**config.mk**
```make
export PLATFORM = sky130hd
export DESIGN_NAME = sta_tile_scheduler_flat
export DESIGN_NICKNAME = d
export VERILOG_FILES = /design/src/rtl/sta_tile_scheduler_pkg.sv /design/src/rtl/sta_tile_scheduler_if.sv /design/src/rtl/sta_tile_scheduler_tile_walker.sv /design/src/rtl/sta_tile_scheduler.sv /design/src/flat_wrapper.sv
export SDC_FILE = /design/constraint.sdc
export NUM_CORES = 1
export LEC_CHECK = 0
export ABC_AREA = 0
export ABC_CLOCK_PERIOD_IN_PS = 7000
export CORE_UTILIZATION = 55
export DETAILED_ROUTE_END_ITERATION = 10
export PLACE_DENSITY_LB_ADDON = 0.05
export SYNTH_ARGS = -nofsm -noshare
export SYNTH_HDL_FRONTEND = slang
export SYNTH_HIERARCHICAL = 1
export SYNTH_SLANG_ARGS = --single-unit
```
**constraint.sdc**
```tcl
create_clock -name clk -period 7 [get_ports clk]
set_clock_uncertainty 0.15 [all_clocks]
set_input_delay 0.7 -clock clk [delete_from_list [all_inputs] [get_ports clk]]
set_output_delay 0.7 -clock clk [all_outputs]
set_load 0.05 [all_outputs]
```
**src/rtl/sta_tile_scheduler_pkg.sv**
```systemverilog
// Shared types for the systolic tensor array tile scheduler.
// SA_N must match the array dimension used by the STA datapath.
package sta_tile_scheduler_pkg;

  localparam int SA_N = 4;

  typedef enum logic [2:0] {
    IDLE,
    CLR,
    BIAS,
    FEED,
    DRAIN,
    DONE,
    RETIRE,
    LAST
  } sched_state_e;

endpackage

```
**src/rtl/sta_tile_scheduler_if.sv**
```systemverilog
// Control/status bundle between the tile scheduler (master) and the STA datapath wrapper (slave).
interface sta_tile_scheduler_if #(
  parameter int N_BITS = 6
);
  logic              stall;
  logic              sta_idle;
  logic              chain_idle;
  logic              reset_sta;
  logic              load_bias;
  logic              feed_en;
  logic              feed_last;
  logic              done;
  logic [N_BITS-1:0] pos_row;
  logic [N_BITS-1:0] pos_col;
  logic [2:0]        layer_idx;

  modport master (
    input  stall, sta_idle, chain_idle,
    output reset_sta, load_bias, feed_en, feed_last, done, pos_row, pos_col, layer_idx
  );

  modport slave (
    output stall, sta_idle, chain_idle,
    input  reset_sta, load_bias, feed_en, feed_last, done, pos_row, pos_col, layer_idx
  );
endinterface

```
**src/rtl/sta_tile_scheduler_tile_walker.sv**
```systemverilog
// Row-major tile coordinate stepper; coordinates are kept one bit wider than the
// output so base+SA_N never wraps before being compared against the layer size.
module tile_walker
  import sta_tile_scheduler_pkg::*;
#(
  parameter int N_BITS = 6
) (
  input  logic              clk,
  input  logic              reset,
  input  logic              clear,
  input  logic              advance,
  input  logic [N_BITS:0]   rows,
  input  logic [N_BITS:0]   cols,
  output logic [N_BITS-1:0] pos_row,
  output logic [N_BITS-1:0] pos_col,
  output logic              last
);

  localparam logic [N_BITS:0] STEP = (N_BITS+1)'(SA_N);

  logic [N_BITS:0] row;
  logic [N_BITS:0] col;
  logic [N_BITS:0] row_inc;
  logic [N_BITS:0] col_inc;

  assign row_inc = row + STEP;
  assign col_inc = col + STEP;
  assign last    = (col_inc >= cols) && (row_inc >= rows);
  assign pos_row = row[N_BITS-1:0];
  assign pos_col = col[N_BITS-1:0];

  always_ff @(posedge clk or negedge reset) begin
    if (!reset) begin
      row <= '0;
      col <= '0;
    end else if (clear) begin
      row <= '0;
      col <= '0;
    end else if (advance) begin
      if (col_inc >= cols) begin
        col <= '0;
        row <= row_inc;
      end else begin
        col <= col_inc;
      end
    end
  end

endmodule

```
**src/rtl/sta_tile_scheduler.sv**
```systemverilog
// Tile scheduler for the 4x4 systolic tensor array: walks one layer tile by tile
// and sequences bias load, operand feed, drain, done and post-processing retire.
//
// state  | meaning
// IDLE   | waiting for start
// CLR    | reset_sta pulse, tile coordinates at 0,0
// BIAS   | load_bias pulse for the current tile
// FEED   | k_len operand vectors presented
// DRAIN  | waiting for the STA to report idle
// DONE   | done pulse to the output coordinator
// RETIRE | waiting for chain_idle on two consecutive cycles
// LAST   | layer_done pulse
module sta_tile_scheduler
  import sta_tile_scheduler_pkg::*;
#(
  parameter int MAX_N  = 64,
  parameter int N_BITS = $clog2(MAX_N),
  parameter int MAX_K  = 1024,
  parameter int K_BITS = $clog2(MAX_K + 1)
) (
  input  logic              clk,
  input  logic              reset,
  input  logic              start,
  input  logic [N_BITS:0]   cfg_rows,
  input  logic [N_BITS:0]   cfg_cols,
  input  logic [K_BITS-1:0] cfg_k_len,
  input  logic [2:0]        cfg_layer_idx,
  output logic              busy,
  output logic              cfg_err,
  output logic              layer_done,
  sta_tile_scheduler_if.master dp
);

  localparam logic [N_BITS:0]   N_LIM = (N_BITS+1)'(MAX_N);
  localparam logic [K_BITS-1:0] K_LIM = K_BITS'(MAX_K);

  sched_state_e      state;
  sched_state_e      state_nxt;
  logic [N_BITS:0]   rows_q;
  logic [N_BITS:0]   cols_q;
  logic [K_BITS-1:0] k_len_q;
  logic [K_BITS-1:0] k_cnt;
  logic [2:0]        layer_idx_q;
  logic              idle_seen;
  logic              cfg_ok;
  logic              accept;
  logic              k_final;
  logic              retire_go;
  logic              walk_step;
  logic              last_tile;
  logic              reset_sta_c;
  logic              load_bias_c;
  logic              feed_en_c;
  logic              feed_last_c;
  logic              done_c;

  assign cfg_ok = (cfg_rows != '0) && (cfg_rows <= N_LIM) &&
                  (cfg_cols != '0) && (cfg_cols <= N_LIM) &&
                  (cfg_k_len != '0) && (cfg_k_len <= K_LIM);
  assign accept    = (state == IDLE) && start && cfg_ok;
  assign k_final   = (k_cnt == k_len_q - K_BITS'(1));
  assign retire_go = (state == RETIRE) && !dp.stall && dp.chain_idle && idle_seen;

  always_ff @(posedge clk or negedge reset) begin
    if (!reset) state <= IDLE;
    else        state <= state_nxt;
  end

  always_comb begin
    state_nxt   = state;
    busy        = 1'b1;
    layer_done  = 1'b0;
    reset_sta_c = 1'b0;
    load_bias_c = 1'b0;
    feed_en_c   = 1'b0;
    feed_last_c = 1'b0;
    done_c      = 1'b0;
    walk_step   = 1'b0;
    unique case (state)
      IDLE: begin
        busy = 1'b0;
        if (accept) state_nxt = CLR;
      end
      CLR: if (!dp.stall) begin
        reset_sta_c = 1'b1;
        state_nxt   = BIAS;
      end
      BIAS: if (!dp.stall) begin
        load_bias_c = 1'b1;
        state_nxt   = FEED;
      end
      FEED: if (!dp.stall) begin
        feed_en_c   = 1'b1;
        feed_last_c = k_final;
        if (k_final) state_nxt = DRAIN;
      end
      DRAIN: if (!dp.stall && dp.sta_idle) state_nxt = DONE;
      DONE: if (!dp.stall) begin
        done_c    = 1'b1;
        state_nxt = RETIRE;
      end
      RETIRE: if (retire_go) begin
        if (last_tile) begin
          state_nxt = LAST;
        end else begin
          walk_step = 1'b1;
          state_nxt = BIAS;
        end
      end
      LAST: begin
        busy       = 1'b0;
        layer_done = 1'b1;
        state_nxt  = IDLE;
      end
      default: state_nxt = IDLE;
    endcase
  end

  always_ff @(posedge clk or negedge reset) begin
    if (!reset) begin
      rows_q      <= '0;
      cols_q      <= '0;
      k_len_q     <= '0;
      layer_idx_q <= '0;
      k_cnt       <= '0;
      idle_seen   <= 1'b0;
      cfg_err     <= 1'b0;
    end else begin
      cfg_err <= (state == IDLE) && start && !cfg_ok;
      if (accept) begin
        rows_q      <= cfg_rows;
        cols_q      <= cfg_cols;
        k_len_q     <= cfg_k_len;
        layer_idx_q <= cfg_layer_idx;
      end
      if (feed_en_c) k_cnt <= k_final ? '0 : k_cnt + K_BITS'(1);
      // two consecutive idle samples bridge the oc->requant hand-off gap
      if (state != RETIRE)  idle_seen <= 1'b0;
      else if (!dp.stall)   idle_seen <= dp.chain_idle && !retire_go;
    end
  end

  tile_walker #(.N_BITS(N_BITS)) u_walker (
    .clk     (clk),
    .reset   (reset),
    .clear   (accept),
    .advance (walk_step),
    .rows    (rows_q),
    .cols    (cols_q),
    .pos_row (dp.pos_row),
    .pos_col (dp.pos_col),
    .last    (last_tile)
  );

  assign dp.reset_sta = reset_sta_c;
  assign dp.load_bias = load_bias_c;
  assign dp.feed_en   = feed_en_c;
  assign dp.feed_last = feed_last_c;
  assign dp.done      = done_c;
  assign dp.layer_idx = layer_idx_q;

endmodule
```
**src/flat_wrapper.sv**
```systemverilog
// flat-port wrapper written by rule: the top's interface ports become plain ports
module sta_tile_scheduler_flat import sta_tile_scheduler_pkg::*;
#(
  parameter int MAX_N  = 64,
  parameter int N_BITS = $clog2(MAX_N),
  parameter int MAX_K  = 1024,
  parameter int K_BITS = $clog2(MAX_K + 1)
)
  (clk, reset, start, cfg_rows, cfg_cols, cfg_k_len, cfg_layer_idx, busy, cfg_err, layer_done, dp_stall, dp_sta_idle, dp_chain_idle, dp_reset_sta, dp_load_bias, dp_feed_en, dp_feed_last, dp_done, dp_pos_row, dp_pos_col, dp_layer_idx);
  sta_tile_scheduler_if #(.N_BITS(N_BITS)) dp_i ();
  input  logic clk;
  input  logic reset;
  input  logic start;
  input  logic [N_BITS:0] cfg_rows;
  input  logic [N_BITS:0] cfg_cols;
  input  logic [K_BITS-1:0] cfg_k_len;
  input  logic [2:0] cfg_layer_idx;
  output logic busy;
  output logic cfg_err;
  output logic layer_done;
  input wire logic [$bits(dp_i.stall)-1:0] dp_stall;
  input wire logic [$bits(dp_i.sta_idle)-1:0] dp_sta_idle;
  input wire logic [$bits(dp_i.chain_idle)-1:0] dp_chain_idle;
  output wire logic [$bits(dp_i.reset_sta)-1:0] dp_reset_sta;
  output wire logic [$bits(dp_i.load_bias)-1:0] dp_load_bias;
  output wire logic [$bits(dp_i.feed_en)-1:0] dp_feed_en;
  output wire logic [$bits(dp_i.feed_last)-1:0] dp_feed_last;
  output wire logic [$bits(dp_i.done)-1:0] dp_done;
  output wire logic [$bits(dp_i.pos_row)-1:0] dp_pos_row;
  output wire logic [$bits(dp_i.pos_col)-1:0] dp_pos_col;
  output wire logic [$bits(dp_i.layer_idx)-1:0] dp_layer_idx;
  assign dp_i.stall = dp_stall;
  assign dp_i.sta_idle = dp_sta_idle;
  assign dp_i.chain_idle = dp_chain_idle;
  assign dp_reset_sta = dp_i.reset_sta;
  assign dp_load_bias = dp_i.load_bias;
  assign dp_feed_en = dp_i.feed_en;
  assign dp_feed_last = dp_i.feed_last;
  assign dp_done = dp_i.done;
  assign dp_pos_row = dp_i.pos_row;
  assign dp_pos_col = dp_i.pos_col;
  assign dp_layer_idx = dp_i.layer_idx;
  sta_tile_scheduler #(.MAX_N(MAX_N), .N_BITS(N_BITS), .MAX_K(MAX_K), .K_BITS(K_BITS)) u_core (.clk(clk), .reset(reset), .start(start), .cfg_rows(cfg_rows), .cfg_cols(cfg_cols), .cfg_k_len(cfg_k_len), .cfg_layer_idx(cfg_layer_idx), .busy(busy), .cfg_err(cfg_err), .layer_done(layer_done), .dp(dp_i));
endmodule
```
Yosys cells after proc, flatten, opt, wreduce, memory -nomap -nowiden
Index checks and enable logic that the tools add are counted.
{"block": "totals", "reg_bits": 58, "out_inout_bits": 23, "wordCells": 94}
{"block": "classes", "n_eq_ne": 18, "magnitude_cmp": 5, "reduce_logical": 26, "n_mux": 31, "add_sub_neg": 4}
{"op": "$mux W7", "count": 6}
{"op": "$mux W3", "count": 9}
{"op": "$pmux W3 S8", "count": 1}
{"op": "$add A7 B3 Y7 const B", "count": 2}
{"op": "$ge A7 B7 Y1", "count": 2}
{"op": "$le A7 B7 Y1 const B", "count": 2}
{"op": "$logic_and A1 B1 Y1", "count": 14}
{"op": "$mux W1", "count": 14}
{"op": "$reduce_bool A7 Y1", "count": 2}
{"op": "$eq A3 B3 Y1 const B", "count": 4}
{"op": "$add A11 B1 Y11 const B", "count": 1}
{"op": "$eq A11 B11 Y1", "count": 1}
{"op": "$le A11 B11 Y1 const B", "count": 1}
{"op": "$mux W11", "count": 1}
{"op": "$reduce_bool A11 Y1", "count": 1}
{"op": "$sub A11 B1 Y11 const B", "count": 1}
{"op": "$ne A2 B1 Y1 const B", "count": 5}
{"op": "$ne A2 B2 Y1 const B", "count": 4}
{"op": "$reduce_and A8 Y1", "count": 1}
{"op": "$eq A3 B2 Y1 const B", "count": 2}
{"op": "$reduce_bool A2 Y1", "count": 2}
{"op": "$eq A3 B1 Y1 const B", "count": 1}
{"op": "$logic_not A1 Y1", "count": 3}
{"op": "$logic_not A3 Y1", "count": 1}
{"op": "other kinds (3)", "count": 3}

Longest topological paths before layout
Gate-level depths: netlist of run 1.
{"block": "logic_depth", "ltp_word": 9, "ltp_mapped": 12}

Hierarchy
Netlist of run 1, hierarchy kept.
{"module": "sta_tile_scheduler", "cells_per_inst": 249, "n_inst": 1, "area_per_inst_um2": 2536.2}
{"module": "tile_walker", "cells_per_inst": 111, "n_inst": 1, "area_per_inst_um2": 991.0}

Least setup slack after synthesis of run 1
No wires, ideal clock.
{"block": "synth_path", "kind": "flip-flop to flip-flop", "start": "reg u_core.u_walker.col[2]", "end": "reg u_core.u_walker.row[4]", "t_required_ps": 6723, "path_buffers": 0, "arrival_ps": 3207, "setup_ps": 127, "stages_incl_launch_ff": 13, "path_slack_ps": 3515, "synth_period_minus_slack_ps": 3485, "path_cell_list": "dfrtp_1 -> ha_1 -> nand3_1 -> xnor2_1 -> ha_1 -> and4_1 -> o21ai_1 -> a22oi_1 -> nor3_1 -> inv_2 -> o22a_4 -> a21boi_2 -> mux2_1"}
{"block": "synth_between", "elab_chain_len": 8, "word_cells_on_any_way": 9, "cone_classes": "1 x add/sub; 1 x order compare; 3 x mux; 4 x reduce/logical"}
{"item": "start, declared", "line_no": "sta_tile_scheduler_tile_walker.sv:22", "rtl": "logic [N_BITS:0] col;"}
{"item": "start signal, assigned", "line_no": "sta_tile_scheduler_tile_walker.sv:44", "rtl": "col <= col_inc;"}
{"item": "$add A7 B3 Y7", "line_no": "sta_tile_scheduler_tile_walker.sv:27", "rtl": "assign col_inc = col + STEP;"}
{"item": "$ge A7 B7 Y1", "line_no": "sta_tile_scheduler_tile_walker.sv:28", "rtl": "assign last = (col_inc >= cols) && (row_inc >= rows);"}
{"item": "$logic_and A1 B1 Y1", "line_no": "sta_tile_scheduler_tile_walker.sv:28"}
{"item": "via u_core.last_tile", "line_no": "sta_tile_scheduler.sv:50", "rtl": "logic last_tile;"}
{"item": "$mux W1", "line_no": "sta_tile_scheduler.sv:103", "rtl": "if (last_tile) begin"}
{"item": "$mux W1", "line_no": "sta_tile_scheduler.sv:102", "rtl": "RETIRE: if (retire_go) begin"}
{"item": "$mux W1", "line_no": "sta_tile_scheduler.sv:79", "rtl": "unique case (state)"}
{"item": "via u_core.walk_step", "line_no": "sta_tile_scheduler.sv:49", "rtl": "logic walk_step;"}
{"item": "$reduce_bool A2 Y1 (no source line)"}
{"item": "$reduce_and A2 Y1 (no source line)"}
{"item": "end signal, assigned", "line_no": "sta_tile_scheduler_tile_walker.sv:42", "rtl": "row <= row_inc;"}
{"item": "end, declared", "line_no": "sta_tile_scheduler_tile_walker.sv:21", "rtl": "logic [N_BITS:0] row;"}
The timed path passes the listed nets, and every way through them passes these cells.
A chain may end at the register's enable or synchronous reset.

Worst setup path in the final report of run 1
{"block": "layout_path", "start": "reg u_core.k_len_q[2]", "end": "out dp_feed_last"}
{"block": "layout_between", "elab_chain_len": 4}
{"item": "start, declared", "line_no": "sta_tile_scheduler.sv:41", "rtl": "logic [K_BITS-1:0] k_len_q;"}
{"item": "start signal, assigned", "line_no": "sta_tile_scheduler.sv:133", "rtl": "k_len_q <= cfg_k_len;"}
{"item": "$sub A11 B1 Y11", "line_no": "sta_tile_scheduler.sv:61", "rtl": "assign k_final = (k_cnt == k_len_q - K_BITS'(1));"}
{"item": "$eq A11 B11 Y1", "line_no": "sta_tile_scheduler.sv:61"}
{"item": "$mux W1", "line_no": "sta_tile_scheduler.sv:92", "rtl": "FEED: if (!dp.stall) begin"}
{"item": "$mux W1", "line_no": "sta_tile_scheduler.sv:79"}
{"item": "end, declared", "line_no": "flat_wrapper.sv:27", "rtl": "output wire logic [$bits(dp_i.feed_last)-1:0] dp_feed_last;"}
No other way between the ends.

==> results.toml, run 1 <==
[run_status]
outcome = "finished clean"

[clock_tree]
tritoncts = "done"
cts_root_buf = "clkbuf_8"
clkLatencyLatePin_ns = 0.31
clkSinkCount = 54
cts_made_buffers = 5
cts_setup_buffers = 0
clk_pin_slew_ns = 0.09
clock_path_buffers = 2
h-tree-depth = 2
cts-hold-fix-buffers = 0
cts_resized = 0

[global_route]
grt_pass1_wl_mm = 12.4
grt_max_degree = 55
antenna_found_initial = 0
grt_overflow_total = 0
grt_pass1_vias = 2697
grt_use_total_pct = 24.4

[floorplanning]
ios = 57
die-area_mm2 = 0.00674
core_area_mm2 = 0.00606
rows = 28
fp.dieW_um = 82.1
die_h_um = 82.1
start_util_pct = 58.2

[routing]
via_per_inst = 5.66
wirelength_mm = 7.46
firstDrtPassIters = 4
ant_nets = 0
drtIter0Drc = 146
drc = 0
vias = 2713
wire_per_inst_um = 15.6

[sta]
final_hold_viol_count = 0
setup_viol = 0
max_freq_mhz = 241
tightest_slew_ns = 0.946
relSlewSlack_pct = 36.4
setup_tns_ns = 0
setup_ws_ns = 2.84
rsz0062_at_grt = "no"
timing.final.crit_share_pct = 59.4
min_period_ns = 4.16
drv_slew = 0

[setup_path]
cp_data_required_time_ns = 6.15
crit_path_end_kind = "output port"
crit_path_start_kind = "flip-flop"
cp_cell_sequence = "nor3_1 -> nand2_1 -> or4_4 -> a311oi_1 -> nand3_1 -> inv_1 -> clkdlybuf4s50_1"
critPathKind = "flip-flop to output port"
worst-path-buf-inv = 2
path_delay_family = "simple AND/OR/NAND/NOR gates"
worstPathArrival_ns = 3.31
crit_fanout = 8
cp_slowest_cell = "clkdlybuf4s50_1"
startpoint = "u_core/k_len_q[2]"
worst_path_largest_cell_delay_ns = 0.79
r2r-start = "u_core/u_walker/col[2]"

[power]
peakVddDrop_v = 0.000147
switching_power_mw = 0.187
switching_share_pct = 27.1
p_per_area_mw_per_mm2 = 166
pwr-share-comb_pct = 16.0
power_frac_seq_pct = 52.6
power_mw = 0.688
clkPwrFrac_pct = 31.3
p_int_mw = 0.501
p_leak_nw = 1.85

[logic_synthesis]
synth-edff-count = 0
yosys_warnings = 6
synth_area_mm2 = 0.00353
synth_most_common_cell = "dfrtp_1"
yosys-top-cells-count = "dfrtp_1, mux2_2, nor2_1"
async_flop_share_pct = 100
synthFlopType = "dfrtp_1"
syn_avg_cell_area_um2 = 9.80
synth.distinct_cells = 60
synth_top_cell_by_area = "dfrtp_1"
ys_top_cells_by_area = "dfrtp_1, mux2_2, ha_1, xnor2_1, buf_4"
seq_area_frac_synth_pct = 38.3
syn_inst = 360
synth_top_area_share_pct = 38.3
ys_ff_latch = 54

[place]
gp_congestion = 0.814
pre_cts_slack_ns = 2.97
port_buffers = 52
placed_cell_area_mm2 = 0.00403
dp_hpwl_mm = 5.74

[final_layout]
antenna_cells = 0
stdcell_area_mm2 = 0.00414
fin_nets = 456
area_delta_synth_final_pct = 17.5
final_core_util_pct = 68.4
fillers = 490
drive_above_1_share_pct = 11.9

[run]
max_cap_viol_count = 0

[min_path]
hp-class = "primary input to async pin"
-- cells by family after synthesis --
kind of cell | count (synthesis) | share of synthesized area [%]
simple gates | 125 | 19.2
compound gates | 59 | 12.2
flops | 54 | 38.3
buf+inv | 41 | 5.99
mux | 34 | 10.8
xor+xnor | 28 | 6.95
fa+ha+maj | 18 | 6.39
other cells | 1 | 0.106
-- power groups by stage --
stage / clock network [mW] / registers, mW / logic [mW]
after floorplan: 0 / 0.355 / 0.0769
after global routing: 0.233 / 0.366 / 0.126
final: 0.216 / 0.362 / 0.110
after global placement: 0 / 0.367 / 0.108
after CTS: 0.223 / 0.361 / 0.111
after detailed placement: 0 / 0.368 / 0.110
-- metrics by stage --
| stage | std cells | hold slack [ns] |
|---|---|---|
| finish | 479 | 0.359 |
| CTS | 479 | 0.366 |
| global route | 479 | 0.369 |
| detailed placement | 472 | 0.344 |
| global placement | 472 | 0.336 |
| floorplan | 363 | 0.254 |
-- cells in the final DEF (no fill, tap or decap), types with 2 or more instances in the layout --
cell,netlist,layout
nand3_1,15,15
or3_1,2,2
nor2b_1,8,8
xor2_1,10,10
conb_1,1,4
o211ai_1,7,7
buf_4,12,2
or4_4,2,2
inv_1,20,20
nand4_1,5,5
a21oi_1,11,11
o21ai_0,10,10
or4_1,2,2
and2_1,11,11
nand4b_1,2,2
ha_1,18,18
nor3b_1,6,6
a311oi_1,2,2
clkbuf_8,0,6
nor4_1,4,4
and3_1,3,3
nand2b_1,5,5
mux2_1,5,5
xnor2_1,18,18
mux2_2,28,28
nand3b_1,2,2
o21a_1,4,4
a21oi_2,2,2
nand2_1,21,21
nor3_1,9,9
clkdlybuf4s50_1,0,51
a21o_1,2,2
dfrtp_1,54,54
a32oi_1,3,3
nor2_1,24,24
-- path summary, 6_finish.rpt --
kind                                               end  slack [ns]  depth (start not counted)
max in group asynchronous       u_core/dp.layer_idx[2]        5.88                          2
worst min register to register        u_core/rows_q[5]        0.36                          1
worst max register to register  u_core/u_walker/row[6]        2.91                         12
min in group clk                      u_core/rows_q[5]        0.36                          1
worst min-delay path                   u_core/k_cnt[3]        0.36                          2
worst max-delay path                      dp_feed_last        2.84                          7
-- worst reg2reg max path, stage by stage, from the launching register on --
cell     delay (ns)
dfrtp_1        0.42
ha_1           0.25
nand3_1        0.16
xnor2_1        0.17
ha_1           0.33
and4_1         0.24
o21ai_1        0.24
a22oi_1        0.22
nor3_1         0.81
inv_2          0.17
o22a_4         0.33
a21oi_2        0.16
mux2_1         0.34
-- flip-flops by register name, indices dropped and copies added (netlist names) --
name / flops
u_core/cols_q: 7
u_core/dp.layer_idx: 3
u_core/cfg_err: 1
u_core/idle_seen: 1
u_core/k_cnt: 11
u_core/k_len_q: 11
u_core/u_walker/col: 5
u_core/u_walker/row: 5
u_core/rows_q: 7
u_core/state: 3
-- per-layer routing --
layer	routed length (um)	share of wire [%]	GRT usage, %	vias up
met3	396	5.3	4.89	9
li1	-	-	-	1351
met2	3310	44	39.3	75
met4	109	1.5	7.72	0
met1	3640	49	32.8	1278
met5	0	0	0	-
-- area by class of cell --
type                            instances  area (um^2)  area share [%]
Clock inverter                          1         30.0           0.725
Clock buffer                            6         82.6            1.99
Multi-Input combinational cell        268         1980            47.7
Inverter                               21         78.8            1.90
Sequential cell                        54         1350            32.6
Tap cell                               75         93.8            2.27
Timing Repair Buffer                   54          531            12.8
Power figures use the tool's default switching activity.
==> run 2, diff against run 1 <==
ABC_CLOCK_PERIOD_IN_PS = 3800   (was 7000)
CORE_UTILIZATION = 49   (was 55)
clock period = 3.8 ns   (was 7 ns; I/O delays follow)
==> results.toml, run 2 (same netlist as run 1, synthesis figures left out) <==
[clock_tree]
cts_setup_buffers = 0
cts_made_buffers = 5
clock_path_buffers = 2
cts_resized = 0
clkLatencyLatePin_ns = 0.31
clkSinkCount = 54
clk_pin_slew_ns = 0.10
cts_root_buf = "clkbuf_8"
cts-hold-fix-buffers = 0
tritoncts = "done"
h-tree-depth = 2

[setup_path]
cp_cell_sequence = "ha_1 -> nand3_1 -> xnor2_1 -> ha_1 -> a21oi_1 -> o21a_2 -> a22oi_1 -> nor3_1 -> buf_4 -> inv_2 -> o22a_4 -> a21boi_2 -> mux2_1"
ff2ff_setup_slack_ns = 0.29
r2r-start = "u_core/u_walker/col[2]"
worstPathArrival_ns = 3.56
crit_path_end_kind = "flip-flop"
crit_fanout = 8
cp_data_required_time_ns = 3.85
cp_slowest_cell = "dfrtp_1"
critPathKind = "flip-flop to flip-flop"
r2r_end = "u_core/u_walker/row[4]"
crit_path_frequent_cell = "ha_1"
path_delay_family = "compound AO/OA/AOI/OAI gates"
worst-path-buf-inv = 2
worst_path_largest_cell_delay_ns = 0.43
crit_path_start_kind = "flip-flop"
reg2reg_depth = 13

[sta]
final_hold_viol_count = 0
min_period_ns = 3.51
setup_viol = 0
max_freq_mhz = 285
setup_tns_ns = 0
timing.final.crit_share_pct = 92.4
relSlewSlack_pct = 43.3
holdWs_ns = 0.0179
tightest_slew_ns = 0.850
rsz0062_at_grt = "no"
drv_slew = 0

[routing]
firstDrtPassIters = 5
drc = 0
via_per_inst = 5.54
wire_per_inst_um = 15.2
ant_nets = 0
vias = 2787
wirelength_mm = 7.67
drtIter0Drc = 125

[floorplanning]
die-area_mm2 = 0.00754
start_util_pct = 51.3
fp.dieW_um = 86.8
ios = 57
die_h_um = 86.8
rows = 30
core_area_mm2 = 0.00687

[global_route]
grt_pass1_wl_mm = 13.1
grt_overflow_total = 0
grt_max_degree = 38
antenna_found_initial = 0
grt_use_total_pct = 22.3
grt_pass1_vias = 2715

[power]
switching_power_mw = 0.346
p_int_mw = 0.994
peakVddDrop_v = 0.000272
power_frac_seq_pct = 49.5
p_leak_nw = 1.87
switching_share_pct = 25.8
pwr-share-comb_pct = 15.1
p_per_area_mw_per_mm2 = 318
clkPwrFrac_pct = 35.3

[final_layout]
area_delta_synth_final_pct = 19.5
mostFrequentLayoutCells = "dfrtp_1, clkdlybuf4s50_1, mux2_2"
antenna_cells = 0
drive_above_1_share_pct = 13.3
reg_top3 = "u_core/k_cnt (11), u_core/k_len_q (11)"
final_common_cell = "dfrtp_1"
fin_nets = 458

[min_path]
hp-class = "primary input to async pin"

[run_status]
outcome = "finished clean"

[place]
dp_hpwl_mm = 5.76
port_buffers = 52
gp_congestion = 0.823

[run]
max_cap_viol_count = 0
run 2: cell types whose count changed in the layout (fill, tap and decap cells not counted), sizes merged:
cell           before  now
buf                 3    6
bufinv              1    2
clkdlybuf4s50      51   50
run 2: worst max-delay path by stage:
| stage | startpoint | end | slack, ns | cells past startpoint |
|---|---|---|---|---|
| 2_1_floorplan | u_core/u_walker/col[2] | u_core/u_walker/row[4] | 0.32 | 12 |
| 3_3_place_gp | u_core/u_walker/col[2] | u_core/u_walker/row[5] | 0.46 | 13 |
| 3_5_place_dp | u_core/u_walker/col[2] | u_core/u_walker/row[4] | 0.24 | 13 |
| 4_1_cts | u_core/u_walker/col[2] | u_core/u_walker/row[4] | 0.23 | 13 |
| 5_1_grt | u_core/u_walker/col[2] | u_core/u_walker/row[5] | 0.05 | 13 |
| 6_report | u_core/u_walker/col[2] | u_core/u_walker/row[4] | 0.29 | 13 |
run 2: final cells by class:
cell class / instances / area, um^2
fill: 601 / 2650
multi-input combinational: 268 / 1980
sequential: 54 / 1350
timing repair buffer: 56 / 543
tap: 96 / 120
clock buffer: 6 / 82.6
inverter: 21 / 78.8
clock inverter: 2 / 60.1
run 2: power by group through the flow:
stage	Clock [mW]	Combinational, mW	Sequential [mW]
2_1_floorplan	0	0.142	0.654
3_3_place_gp	0	0.196	0.673
3_5_place_dp	0	0.202	0.675
4_1_cts	0.488	0.203	0.664
5_1_grt	0.513	0.226	0.673
6_report	0.473	0.203	0.664
run 2: stage by stage:
stage	setup WS (ns)	area, um^2	std cells	total power, mW	util (%)
final	0.289	4220	503	1.34	61.4
after floorplan	0.315	3540	363	0.795	-
after detailed placement	0.244	4070	495	0.877	59.2
after global placement	0.456	4070	495	0.869	59.2
after global routing	0.0549	4220	503	1.41	61.4
after CTS	0.228	4210	503	1.36	61.3
run 2: routing by layer:
metal  share of wire (%)  global-route usage [%]
met1                  51                    31.9
met5                   0                       0
met3                 4.5                    4.38
met4                 1.1                    5.45
met2                  44                    34.6
==> run 3, diff against run 2 <==
CORE_MARGIN = 4   (was default)
CORE_UTILIZATION = 50   (was 49)
CTS_BUF_LIST = sky130_fd_sc_hd__clkbuf_4 sky130_fd_sc_hd__clkbuf_8   (was default)
MAX_ROUTING_LAYER = met4   (was default)
==> results.toml, run 3 (same netlist as run 1, synthesis figures left out) <==
[setup_path]
ff2ff_setup_slack_ns = 0.26
crit_fanout = 8
cp_data_required_time_ns = 3.85
worstPathArrival_ns = 3.59
crit_path_end_kind = "flip-flop"
worst_path_largest_cell_delay_ns = 0.43
startpoint = "u_core/u_walker/col[2]"
crit_path_frequent_cell = "ha_1"
reg2reg_depth = 13
critPathKind = "flip-flop to flip-flop"
cp_slowest_cell = "dfrtp_1"
crit_path_start_kind = "flip-flop"
r2r_end = "u_core/u_walker/row[4]"
worst-path-buf-inv = 2
crit_end = "u_core/u_walker/row[4]"
cp.depth = 13
cp_cell_sequence = "ha_1 -> nand3_1 -> xnor2_1 -> ha_1 -> and4_1 -> o21ai_1 -> a22oi_1 -> nor3_1 -> buf_4 -> inv_2 -> o22a_4 -> a21boi_2 -> mux2_1"
path_delay_family = "compound AO/OA/AOI/OAI gates"
r2r-start = "u_core/u_walker/col[2]"

[final_layout]
area_delta_synth_final_pct = 17.9
multi_input_area_mm2 = 0.00198
mostFrequentLayoutCells = "dfrtp_1, clkdlybuf4s50_1, mux2_2"
drive_above_1_share_pct = 13.0
fin_nets = 458
stdcell_area_mm2 = 0.00416
register_area_mm2 = 0.00135
final_cells = 503
final_common_cell = "dfrtp_1"
fillers = 623
reg_top3 = "u_core/k_cnt (11), u_core/k_len_q (11)"
final_core_util_pct = 60.9
antenna_cells = 0

[clock_tree]
clk_pin_slew_ns = 0.10
h-tree-depth = 2
cts_root_buf = "clkbuf_8"
cts-hold-fix-buffers = 0
clock_path_buffers = 2
cts_resized = 0
clkSinkCount = 54
cts_made_buffers = 5
tritoncts = "done"
cts_setup_buffers = 0
clkLatencyLatePin_ns = 0.31

[sta]
min_period_ns = 3.54
timing.final.crit_share_pct = 93.2
rsz0062_at_grt = "no"
tightest_slew_ns = 0.862
drv_slew = 0
final_hold_viol_count = 0
relSlewSlack_pct = 42.5
setup_tns_ns = 0
setup_viol = 0
max_freq_mhz = 282

[routing]
via_per_inst = 5.50
firstDrtPassIters = 4
drc = 0
drtIter0Drc = 130
ant_nets = 0
wire_per_inst_um = 15.2
vias = 2767
wirelength_mm = 7.65

[run_status]
outcome = "finished clean"

[place]
port_buffers = 52
placed_cells = 495
placed_cell_area_mm2 = 0.00407
dp_hpwl_mm = 5.85
gp_congestion = 0.965

[global_route]
grt_use_total_pct = 19.4
grt_pass1_vias = 2773
grt_max_degree = 37
grt_overflow_total = 0
grt_pass1_wl_mm = 13.2
antenna_found_initial = 0

[power]
p_per_area_mw_per_mm2 = 286
peakVddDrop_v = 0.000171
p_leak_nw = 1.85

[floorplanning]
fp.dieW_um = 92.0
die_h_um = 92.0
die-area_mm2 = 0.00846
start_util_pct = 51.6
rows = 30
ios = 57
core_area_mm2 = 0.00683

[run]
max_cap_viol_count = 0

[min_path]
hp-class = "primary input to async pin"
[run 3: cell count changes in the layout (fill, tap and decap cells not counted), sizes merged]
cell and change:
inv +1, clkinv +2, bufinv -2, clkbuf -1
[run 3: worst min-delay path by stage]
| stage | start | to | slack [ns] | cells after the start |
|---|---|---|---|---|
| 3_3_place_gp | u_core/dp.layer_idx[0] | u_core/dp.layer_idx[0] | 0.34 | 1 |
| 4_1_cts | reset | u_core/k_len_q[3] | 0.05 | 1 |
| 3_5_place_dp | u_core/rows_q[6] | u_core/rows_q[6] | 0.34 | 1 |
| 6_report | reset | u_core/k_len_q[10] | 0.03 | 1 |
| 5_1_grt | reset | u_core/k_len_q[3] | 0.09 | 1 |
| 2_1_floorplan | reset | u_core/cfg_err | -0.07 | 0 |
[run 3: final cells by class]
type / instances / area share [%]
Multi-Input combinational cell: 268 / 47.5
Clock inverter: 3 / 0.451
Sequential cell: 54 / 32.5
Inverter: 21 / 1.90
Tap cell: 96 / 2.89
Timing Repair Buffer: 56 / 13.1
Clock buffer: 5 / 1.66
[run 3: per-layer routing]
layer | global-route usage (%) | vias up | wire [um]
met5 | - | - | 0
met2 | 29.3 | 69 | 3400
met4 | 4.21 | 0 | 69
met3 | 4.59 | 6 | 440
li1 | - | 1364 | -
met1 | 26.8 | 1328 | 3740
[run 3: power by group]
part,switching (mW),internal [mW],leakage [nW]
Sequential,0.0580,0.608,0.727
Combinational,0.0935,0.105,1.07
Clock,0.193,0.130,0.0483
Total,0.344,0.843,1.85
[run 3: through the flow]
step                      setup slack, ns  power (mW)  hold WS, ns
final                               0.260        1.19       0.0333
after detailed placement            0.290       0.878        0.344
after CTS                           0.263        1.21       0.0521
after floorplan                     0.315       0.795      -0.0656
after global placement              0.471       0.871        0.338
after global routing              0.00102        1.26       0.0850
